File: config.mk
export PLATFORM = sky130hd
export DESIGN_NAME = instruction_sequencer
export DESIGN_NICKNAME = d
export VERILOG_FILES = /design/src/rtl/instruction_sequencer.sv
export SDC_FILE = /design/constraint.sdc
export NUM_CORES = 1
export LEC_CHECK = 0
export CORE_ASPECT_RATIO = 1.1
export CORE_MARGIN = 1
export CORE_UTILIZATION = 53
export DETAILED_ROUTE_END_ITERATION = 8
export PLACE_DENSITY = 0.86
export SETUP_SLACK_MARGIN = 0.15
export SLEW_MARGIN = 25
export SYNTH_ARGS = -nofsm -noshare
export SYNTH_HDL_FRONTEND = slang
export SYNTH_SLANG_ARGS = --single-unit
File: constraint.sdc
create_clock -name clk -period 4.8 [get_ports clk]
set_clock_uncertainty 0.2 [all_clocks]
set_input_delay 0.96 -clock clk [delete_from_list [all_inputs] [get_ports clk]]
set_output_delay 0.96 -clock clk [all_outputs]
set_load 0.02 [all_outputs]
File: src/rtl/instruction_sequencer.sv
// Decode/execute stage fed by program ROM at PC, driving the counter's jump interface.
// Optional SEQ_RETIRE_CNT_EN adds a saturating retired-instruction counter output.
module instruction_sequencer #(
   parameter int N       = 8,
   parameter int MEM_LAT = 1
) (
   input  logic         clk,
   input  logic         start,
   input  logic [N+2:0] instr,
   output logic [N-1:0] addr,
   output logic         JP,
   output logic         JF,
   output logic         Flag,
   output logic [N-1:0] acc,
   output logic         halted
`ifdef SEQ_RETIRE_CNT_EN
   ,
   output logic [15:0]  retired
`endif
);

   typedef enum logic [1:0] {S_FLUSH, S_RUN, S_HALT} state_t;

   localparam logic [2:0] OP_NOP  = 3'b000;
   localparam logic [2:0] OP_LDI  = 3'b001;
   localparam logic [2:0] OP_ADDI = 3'b010;
   localparam logic [2:0] OP_SUBI = 3'b011;
   localparam logic [2:0] OP_ANDI = 3'b100;
   localparam logic [2:0] OP_JMP  = 3'b101;
   localparam logic [2:0] OP_JMPF = 3'b110;
   localparam logic [2:0] OP_HALT = 3'b111;
   localparam logic [1:0] LAT     = 2'(MEM_LAT);

   state_t       r_state, w_state_nxt;
   logic [1:0]   r_squash, w_squash_nxt;
   logic [N-1:0] r_acc, w_acc_nxt;
   logic         r_flag, w_flag_nxt;
   logic         w_jp, w_jf, w_alu, w_exec;
   logic [N-1:0] w_addr;
   logic [2:0]   w_opcode;
   logic [N-1:0] w_operand;

   assign w_opcode  = instr[N+2:N];
   assign w_operand = instr[N-1:0];

   always_comb begin
      w_state_nxt  = r_state;
      w_squash_nxt = r_squash;
      w_acc_nxt    = r_acc;
      w_flag_nxt   = r_flag;
      w_jp         = 1'b0;
      w_jf         = 1'b0;
      w_alu        = 1'b0;
      w_exec       = 1'b0;
      w_addr       = '0;
      case (r_state)
         S_FLUSH: begin
            w_squash_nxt = r_squash - 2'd1;
            if (r_squash == 2'd1)
               w_state_nxt = S_RUN;
         end
         S_RUN: begin
            w_exec = 1'b1;
            // X/unknown opcodes fall through to default and behave as NOP
            case (w_opcode)
               OP_LDI:  begin w_acc_nxt = w_operand;         w_alu = 1'b1; end
               OP_ADDI: begin w_acc_nxt = r_acc + w_operand; w_alu = 1'b1; end
               OP_SUBI: begin w_acc_nxt = r_acc - w_operand; w_alu = 1'b1; end
               OP_ANDI: begin w_acc_nxt = r_acc & w_operand; w_alu = 1'b1; end
               OP_JMP:  begin w_jp = 1'b1; w_addr = w_operand; end
               OP_JMPF: begin w_jf = 1'b1; w_addr = w_operand; end
               OP_HALT: w_state_nxt = S_HALT;
               default: ;
            endcase
            if (w_alu)
               w_flag_nxt = (w_acc_nxt == '0);
            // a redirect makes the MEM_LAT words already in the ROM pipe stale
            if (w_jp || (w_jf && r_flag)) begin
               w_state_nxt  = S_FLUSH;
               w_squash_nxt = LAT;
            end
         end
         S_HALT: ;
         default: w_state_nxt = S_FLUSH;
      endcase
   end

   always_ff @(posedge clk) begin
      if (start) begin
         r_state  <= S_FLUSH;
         r_squash <= LAT;
         r_acc    <= '0;
         r_flag   <= 1'b1;
      end else begin
         r_state  <= w_state_nxt;
         r_squash <= w_squash_nxt;
         r_acc    <= w_acc_nxt;
         r_flag   <= w_flag_nxt;
      end
   end

   assign JP     = w_jp & ~start;
   assign JF     = w_jf & ~start;
   assign addr   = start ? '0 : w_addr;
   assign Flag   = r_flag;
   assign acc    = r_acc;
   assign halted = (r_state == S_HALT);

`ifdef SEQ_RETIRE_CNT_EN
   logic [15:0] r_retired;
   always_ff @(posedge clk) begin
      if (start)
         r_retired <= '0;
      else if (w_exec && (r_retired != 16'hFFFF))
         r_retired <= r_retired + 16'd1;
   end
   assign retired = r_retired;
`endif

   a_opcode_known: assert property (@(posedge clk) disable iff (start)
      (r_state == S_RUN) |-> !$isunknown(w_opcode));

endmodule

## After elaboration in Yosys (flattened, before gate mapping)

Index checks and enable logic that the tools add are counted.
Widths: inputs -> output; s select.

| storage, ports and cells | value |
|---|---|
| word-level logic and storage cells | 54 |
| input port bits | 13 |
| register bits after elaboration | 13 |

| operators by class | value |
|---|---|
| equal/unequal tests | 13 |
| bitwise gates (word level) | 5 |
| add/sub/neg operators | 3 |
| reduce and logical (&&, ||, !) cells | 10 |
| muxes and demuxes | 19 |

Operators with widths:

| cell | count |
|---|---|
| $mux 8 | 4 |
| $pmux 8 s4 | 1 |
| $eq 3x3->1 const B | 4 |
| $add 8x8->8 | 1 |
| $and 8x8->8 | 1 |
| $logic_not 8->1 | 1 |
| $mux 1 | 8 |
| $mux 2 | 4 |
| $sub 8x8->8 | 1 |
| $eq 3x2->1 const B | 2 |
| $pmux 2 s3 | 1 |
| $eq 2x1->1 const B | 2 |
| $ne 2x2->1 const B | 2 |
| $pmux 2 s2 | 1 |
| $reduce_and 2->1 | 2 |
| $reduce_or 4->1 | 1 |
| $eq 3x1->1 const B | 1 |
| $ne 3x2->1 const B | 1 |
| $reduce_and 3->1 | 1 |
| $and 1x1->1 | 2 |
| $eq 2x2->1 const B | 1 |
| $logic_not 2->1 | 1 |
| $not 1->1 | 2 |
| $reduce_bool 2->1 | 1 |
| 4 further kinds | 4 |

## Logic depth before layout (Yosys ltp)

Gate-level depths: netlist of the first run.

| depth | value |
|---|---|
| depth after elaboration | 7 |
| depth in mapped cells | 12 |

## Worst setup path after synthesis of the first run

No wires, ideal clock.

| timing | value |
|---|---|
| path kind | input-to-reg |
| from | in instr[10] |
| to | reg r_acc[6], in the netlist acc[6] |
| required time | 4.485 ns |
| path buffers | 0 |
| stages | 12 |
| arrival time | 2.858 ns |
| setup slack | 1.627 ns |
| cells stage by stage | and2b_4 nand2_4 o31ai_1 xnor2_1 ha_1 a21oi_1 nand2_1 a21o_1 a21oi_1 xor2_1 a21oi_1 a31o_1 |

| on the way | value |
|---|---|
| cells in the longest elaborated chain, start to end | 3 |
| elaborated cells on any way between the ends | 6 |

RTL lines:

| element | RTL line | RTL |
|---|---|---|
| from (decl) | 9 | `input logic [N+2:0] instr,` |
| $eq 3x3->1, or another cell as far along | 65 | `case (w_opcode)` |
| $pmux 8 s4 (*) | 65 |  |
| $mux 8 (*) | 56 | `case (r_state)` |
| to (signal assigned) | 97 | `r_acc <= w_acc_nxt;` |
| to (decl) | 36 | `logic [N-1:0] r_acc, w_acc_nxt;` |

Every way passes the cells marked *; elsewhere a longest branch is shown, timed or not. The select of a mux whose other input is x is not followed.
A chain may end at the register's enable or synchronous reset.

## Worst setup path in the final report of the first run

| timing | value |
|---|---|
| from | in instr[9] |
| to | out addr[7] |

| on the way | value |
|---|---|
| cells in the longest elaborated chain, start to end | 5 |
| elaborated cells on any way between the ends | 6 |

RTL lines:

| element | RTL line | RTL |
|---|---|---|
| $eq 3x3->1 | 65 |  |
| $reduce_or 2->1 (no source line) (*) | -- |  |
| $mux 8 (*) | 65 |  |
| $mux 8 (*) | 56 |  |
| $mux 8 (*) | 104 | `assign addr = start ? '0 : w_addr;` |
| to (decl) | 10 | `output logic [N-1:0] addr,` |

Every way passes the cells marked *; elsewhere a longest branch is shown, timed or not.

==> results of run 1 <==
through the flow:
step | utilization | hold WS [ns]
after CTS | 0.735 | 0.318
after global routing | 0.735 | 0.352
after global placement | 0.724 | 0.288
final | 0.735 | 0.326
after detailed placement | 0.724 | 0.297
after floorplan | - | 0.269
power groups by stage:
stage,Clock (mW),Combinational (mW),Sequential [mW]
5_1_grt,0.0751,0.245,0.142
2_1_floorplan,0,0.138,0.151
6_report,0.0675,0.222,0.141
4_1_cts,0.0688,0.221,0.140
3_5_place_dp,0,0.219,0.143
3_3_place_gp,0,0.212,0.142
worst max-delay path, stage by stage:
cell and delay [ns]:
clkdlybuf4s50_1 0.56, or2b_1 0.29, a21oi_1 0.47, and2_1 0.21
clkdlybuf4s50_1 0.60
state kept, by name, summed over array words and instances (netlist names):
name / cells
r_squash: 2
Flag: 1
acc: 8
r_state: 2
cell type report:
cell class | instances | area, sq um
Fill cell | 182 | 602
Tap cell | 30 | 37.5
Inverter | 15 | 56.3
Sequential cell | 13 | 260
Timing Repair Buffer | 36 | 350
Multi-Input combinational cell | 139 | 942
Clock buffer | 4 | 26.3
routing by layer:
metal | vias to the layer above | GRT usage
met1 | 639 | 0.298
met3 | 14 | 0.0226
met5 | - | 0
li1 | 676 | -
met2 | 62 | 0.549
met4 | 0 | 0.162
cells in the mapped netlist, drive strengths merged:
cell and n:
or3b 1, and3 2, nor2 26, and2 9, nor3 1, nand3 2, o22ai 6, a21o 2
buf 3, mux2i 1, a22oi 1, xor2 4, xnor2 9, and2b 3, nand4 2, o32ai 3
o21ai 6, clkinv 3, fa 1, a31o 1, a41oi 1, nor3b 1, clkbuf 3, nand2 9
o41ai 1, ha 10, a21oi 18, nand2b 3, a221o 1, a211oi 4, o21a 1, a31oi 2
or2b 2, o31ai 2, inv 12, dfxtp 13, o221ai 1, nor2b 3
cell families after synthesis:
logic type                 after synthesis  share of synthesized area
adders and majority gates               11                      0.113
AOI/OAI and AO/OA                       50                      0.261
and+or+nand+nor                         64                      0.261
xor gates and xnor gates                13                     0.0883
buffers and inverters                   21                     0.0679
DFF                                     13                      0.202
muxes                                    1                    0.00776
how the worst max path moves through the flow:
stage               from  endpoint  slack [ns]  cells after the start
2_1_floorplan  instr[10]    acc[6]        1.63                     12
3_3_place_gp    instr[9]   addr[7]        0.62                      5
3_5_place_dp    instr[9]   addr[7]        0.57                      5
4_1_cts         instr[9]   addr[7]        0.56                      5
5_1_grt         instr[9]   addr[7]        0.41                      5
6_report        instr[9]   addr[7]        0.55                      5
==> summary.txt, run 1 <==
GRT
  • Largest net degree at the start of global routing: 14
  • Vias in the first global route: between 1k and 1.5k
  • All-Layer GR Usage: 0.279
  • Total grt overflow: 0
  • First-pass GRT wire length: approximately 5.6 mm
  • Initial antenna violation count: 0

Floorplanning
  • Die width: about 50 microns
  • I/O Pins: 33
  • Core Region: around 2300 sq um
  • Die height: approximately 54 microns
  • Initial Utilization: 0.567
  • Die Area: about 2600 sq um
  • Row count: 18

Power and ir drop
  • Comb pwr share: 0.516
  • P_int: around 0.26 mW
  • Switching share of total power: 0.405
  • Clk pwr share: 0.157
  • Sw Pwr: 0.174 mW
  • Power Density: between 200 and 300 nW/um^2
  • Total Power: approximately 0.43 mW
  • VDD IR max: approximately 0.21 mV
  • Leakage Power: 0.711 nW
  • Seq pwr share: 0.327

Worst hold path
  • Hold path depth: 3
  • Worst Hold Launch: r_squash[0]
  • Worst Hold Path EP: r_squash[0]
  • Hold Crit Class: register to register

Timing
  • Setup TNS: 0 ns
  • Crit share post-route: 0.886
  • Max-slew headroom: 0.636
  • Final WS setup: between 0.5 and 0.6 ns
  • RSZ-0062 raised after global routing: no
  • Final setup violating endpoints: 0
  • Minimum clock period: 4.25 ns
  • Final Slew Violations: 0
  • F_max: roughly 0.24 GHz
  • Worst-margin pin slew: 0.545 ns
  • Final hold viol count: 0

Detailed routing
  • DR iter-0 viols: 35
  • Met3 routed WL: around 170 microns
  • Final WL: between 3 and 4 mm
  • Vias: about 1.4k
  • Wire per inst: 14.6 microns
  • Top Metal Used: met4
  • M1 WL: around 1.4 mm
  • Final ANT Viol Nets: 0
  • Drt drc: 0
  • Met2 routed WL: around 1.8 mm
  • First-pass detailed-route iteration total: 4
  • Via/cell ratio: approximately 5.9

Place
  • I/O Buffers: 32
  • Routability cong.: between 0.8 and 0.9
  • Worst slack at placement: 0.565 ns
  • Area after DPL: 1650 sq um
  • Post-DP HPWL: ~2.8 mm
  • Cell count after placement: ~230

Worst setup path
  • CP required: 3.64 ns
  • Flop2flop setup slack: 2.32 ns
  • Worst r2r src: acc[0]
  • R2R depth: 11
  • Worst Path Max Fanout: 8
  • CP Class: primary input to output port
  • Reg2reg end: Flag
  • Critical Path End Type: output port
  • Startpoint Class: primary input
  • Crit path DAT: between 3 and 4 ns

Yosys
  • Syn Nets: between 150 and 200
  • #FFs+latches synth: 13
  • Sequential fraction of the synthesis area: 0.202
  • Yosys warns: 0
  • Post-synth cell types: 47
  • Synth top area cells: dfxtp_1 20%, ha_1 9.7%, nor2_1 7.6%
  • Post-Syn Instances: approximately 170
  • Synth Cell Area: between 1000 and 1500 sq um
  • Top-area cell type share of the netlist area: 0.202
  • Cell taking the most area after synthesis: dfxtp_1
  • Average size of a mapped cell: approximately 7.5 sq um

CTS
  • Clock-pin slew on the worst setup and hold paths: ~0.08 ns
  • Htree depth: 1
  • CTS tree: yes
  • CTS Buffer Depth: 2
  • Sink Count: 13
  • CTS Hold Bufs: 0
  • CTS resizes: 0
  • Post-CTS Repair Setup Buffers: 0
  • Worst skew pair latency: roughly 0.28 ns
  • Total CTS buffers: 3
  • Root Buffer Master: clkbuf_4

Finish
  • Layout cells sized above 1: 0.0773
  • Final Cell Area: 1670 sq um
  • Most frequent cells in the layout: 32 x clkdlybuf4s50_1, 26 x nor2_1, 17 x a21oi_1
  • Commonest non-fill, non-tap cell in the layout: clkdlybuf4s50_1
  • Non-filler cells, final: approximately 240
  • Ant diodes: 0
  • Synth-to-layout area growth: 29.7%
  • Final net count: between 200 and 250

Flow run
  • Max Cap Violations: 0

Run status
  • Status: finished clean
Note: power is estimated with default switching activity, not from simulation.
==> inputs of run 2 (changes only) <==
--- a/config.mk
+++ b/config.mk
@@ -5,6 +5,7 @@
 export SDC_FILE = /design/constraint.sdc
 export NUM_CORES = 1
 export LEC_CHECK = 0
+export CAP_MARGIN = 25
 export CORE_ASPECT_RATIO = 1.1
 export CORE_MARGIN = 1
 export CORE_UTILIZATION = 53
==> results of run 2 <==
No change in the layout: final DEF, timing and power equal those of run 1.
==> inputs of run 3 (changes only) <==
--- a/config.mk
+++ b/config.mk
@@ -6,7 +6,6 @@
 export NUM_CORES = 1
 export LEC_CHECK = 0
 export CAP_MARGIN = 25
-export CORE_ASPECT_RATIO = 1.1
 export CORE_MARGIN = 1
 export CORE_UTILIZATION = 53
 export DETAILED_ROUTE_END_ITERATION = 8
==> summary.txt, run 3 (same netlist as run 1, synthesis figures left out) <==
Worst setup path
  • Crit-path cells: clkdlybuf4s50_1 > or2b_1 > a21oi_1 > and2_1 > clkdlybuf4s50_1
  • Crit path max-delay family: buffers and inverters
  • Crit path DAT: 3.08 ns (about the same)
  • Startpoint Class: primary input
  • CP Class: primary input to output port
  • Worst path bufs/invs: 2 (unchanged)
  • Worst Path Max Fanout: 8 (unchanged)
  • Max stage delay on crit path: 0.60 ns (about the same)
  • CP required: 3.64 ns (about the same)
  • CP max stage cell: clkdlybuf4s50_1
  • Most used cell, CP: clkdlybuf4s50_1
  • Critical Path End Type: output port

Place
  • Area after DPL: 1640 sq um (-0.15%)
  • Routability cong.: 0.893 (+0.56%)
  • Post-DP HPWL: 2.70 mm (-2.3%)
  • Cell count after placement: 231 (-0.86%)
  • I/O Buffers: 32 (unchanged)

Finish
  • Ant diodes: 0 (unchanged)
  • Final Cell Area: 1670 sq um (-0.15%)
  • Layout cells sized above 1: 0.0773 (unchanged)
  • Non-filler cells, final: 235 (-0.84%)
  • Most frequent cells in the layout: 32 x clkdlybuf4s50_1, 26 x nor2_1, 17 x a21oi_1
  • Final net count: 232 (unchanged)
  • FILL cells: 187 (+2.7%)
  • Max reg flops: 8 (unchanged)
  • Synth-to-layout area growth: 29.5%
  • Commonest non-fill, non-tap cell in the layout: clkdlybuf4s50_1

CTS
  • Root Buffer Master: clkbuf_4
  • Clock-pin slew on the worst setup and hold paths: 0.08 ns (about the same)
  • Sink Count: 13 (unchanged)
  • CTS Buffer Depth: 2 (unchanged)
  • CTS Hold Bufs: 0 (unchanged)
  • Total CTS buffers: 3 (unchanged)
  • Worst skew pair latency: 0.28 ns (about the same)
  • Htree depth: 1 (unchanged)
  • CTS tree: yes
  • Post-CTS Repair Setup Buffers: 0 (unchanged)
  • CTS resizes: 0 (unchanged)

Timing
  • Final hold viol count: 0 (unchanged)
  • Setup TNS: 0 ns (unchanged)
  • F_max: 0.236 GHz (+0.25%)
  • RSZ-0062 raised after global routing: no
  • Crit share post-route: 0.884 (-0.00220)
  • Worst-margin pin slew: 0.574 ns (+0.0282 ns)
  • Minimum clock period: 4.24 ns (-0.0106 ns)
  • Final Slew Violations: 0 (unchanged)
  • Max-slew headroom: 0.618 (-0.0188)
  • Final setup violating endpoints: 0 (unchanged)

GRT
  • Largest net degree at the start of global routing: 14 (unchanged)
  • Total grt overflow: 0 (unchanged)
  • Vias in the first global route: 1291 (-0.39%)
  • All-Layer GR Usage: 0.280 (+0.000978)
  • First-pass GRT wire length: 5.56 mm (-1.1%)
  • Initial antenna violation count: 0 (unchanged)

Floorplanning
  • I/O Pins: 33 (unchanged)
  • Initial Utilization: 0.572 (+0.00504)
  • Die width: 51.3 microns (+4.7%)
  • Die height: 51.3 microns (-4.5%)
  • Row count: 17 (-1)
  • Die Area: 2640 sq um (about the same)
  • Core Region: 2250 sq um (-0.88%)

Detailed routing
  • Final WL: 3.39 mm (-2.0%)
  • First-pass detailed-route iteration total: 4 (unchanged)
  • Via/cell ratio: 5.83 (-0.74%)
  • Drt drc: 0 (unchanged)
  • Wire per inst: 14.4 microns (-1.1%)
  • Vias: 1369 (-1.6%)
  • DR iter-0 viols: 34 (-2.9%)
  • Final ANT Viol Nets: 0 (unchanged)

Power and ir drop
  • Power Density: 258 nW/um^2 (+0.39%)
  • Leakage Power: 0.711 nW (unchanged)
  • VDD IR max: 0.257 mV (+24%)

Worst hold path
  • Hold Crit Class: register to register

Run status
  • Status: finished clean

Flow run
  • Max Cap Violations: 0 (unchanged)
run 3: cell counts in the layout (fill, tap and decap cells not counted):
Identical to the previous run, type by type.
run 3: cell type report:
type,count,area (sq um),share of cell area
multi-input combinational,139,942,0.564
inverter,15,56.3,0.0337
tap,28,35.0,0.0210
timing repair buffer,36,350,0.210
sequential,13,260,0.156
clock buffer,4,26.3,0.0157
run 3: stage by stage:
step / utilization / hold slack (ns) / power (mW) / worst slack (ns)
finish: 0.741 / 0.311 / 0.431 / 0.557
global route: 0.741 / 0.349 / 0.461 / 0.437
CTS: 0.741 / 0.316 / 0.430 / 0.586
detailed placement: 0.729 / 0.301 / 0.361 / 0.584
global placement: 0.729 / 0.288 / 0.353 / 0.637
floorplan: - / 0.269 / 0.290 / 1.63
run 3: routing by layer:
metal / global-route usage / wire length (microns) / up-vias
li1: - / - / 676
met5: 0 / 0 / -
met4: 0.158 / 106 / 0
met2: 0.498 / 1660 / 47
met3: 0.0119 / 146 / 11
met1: 0.333 / 1480 / 635
run 3: final timing paths:
| path | from | end | slack (ns) | cells past startpoint |
|---|---|---|---|---|
| max | instr[9] | addr[2] | 0.56 | 5 |
| min | r_state[1] | r_state[0] | 0.31 | 1 |
| max reg2reg | acc[0] | acc[6] | 2.39 | 11 |
| min reg2reg | r_state[1] | r_state[0] | 0.31 | 1 |
run 3: power breakdown:
group          internal [mW]  total (mW)  switching (mW)
clock network         0.0323      0.0700          0.0376
registers              0.123       0.140          0.0172
logic                  0.100       0.221           0.120
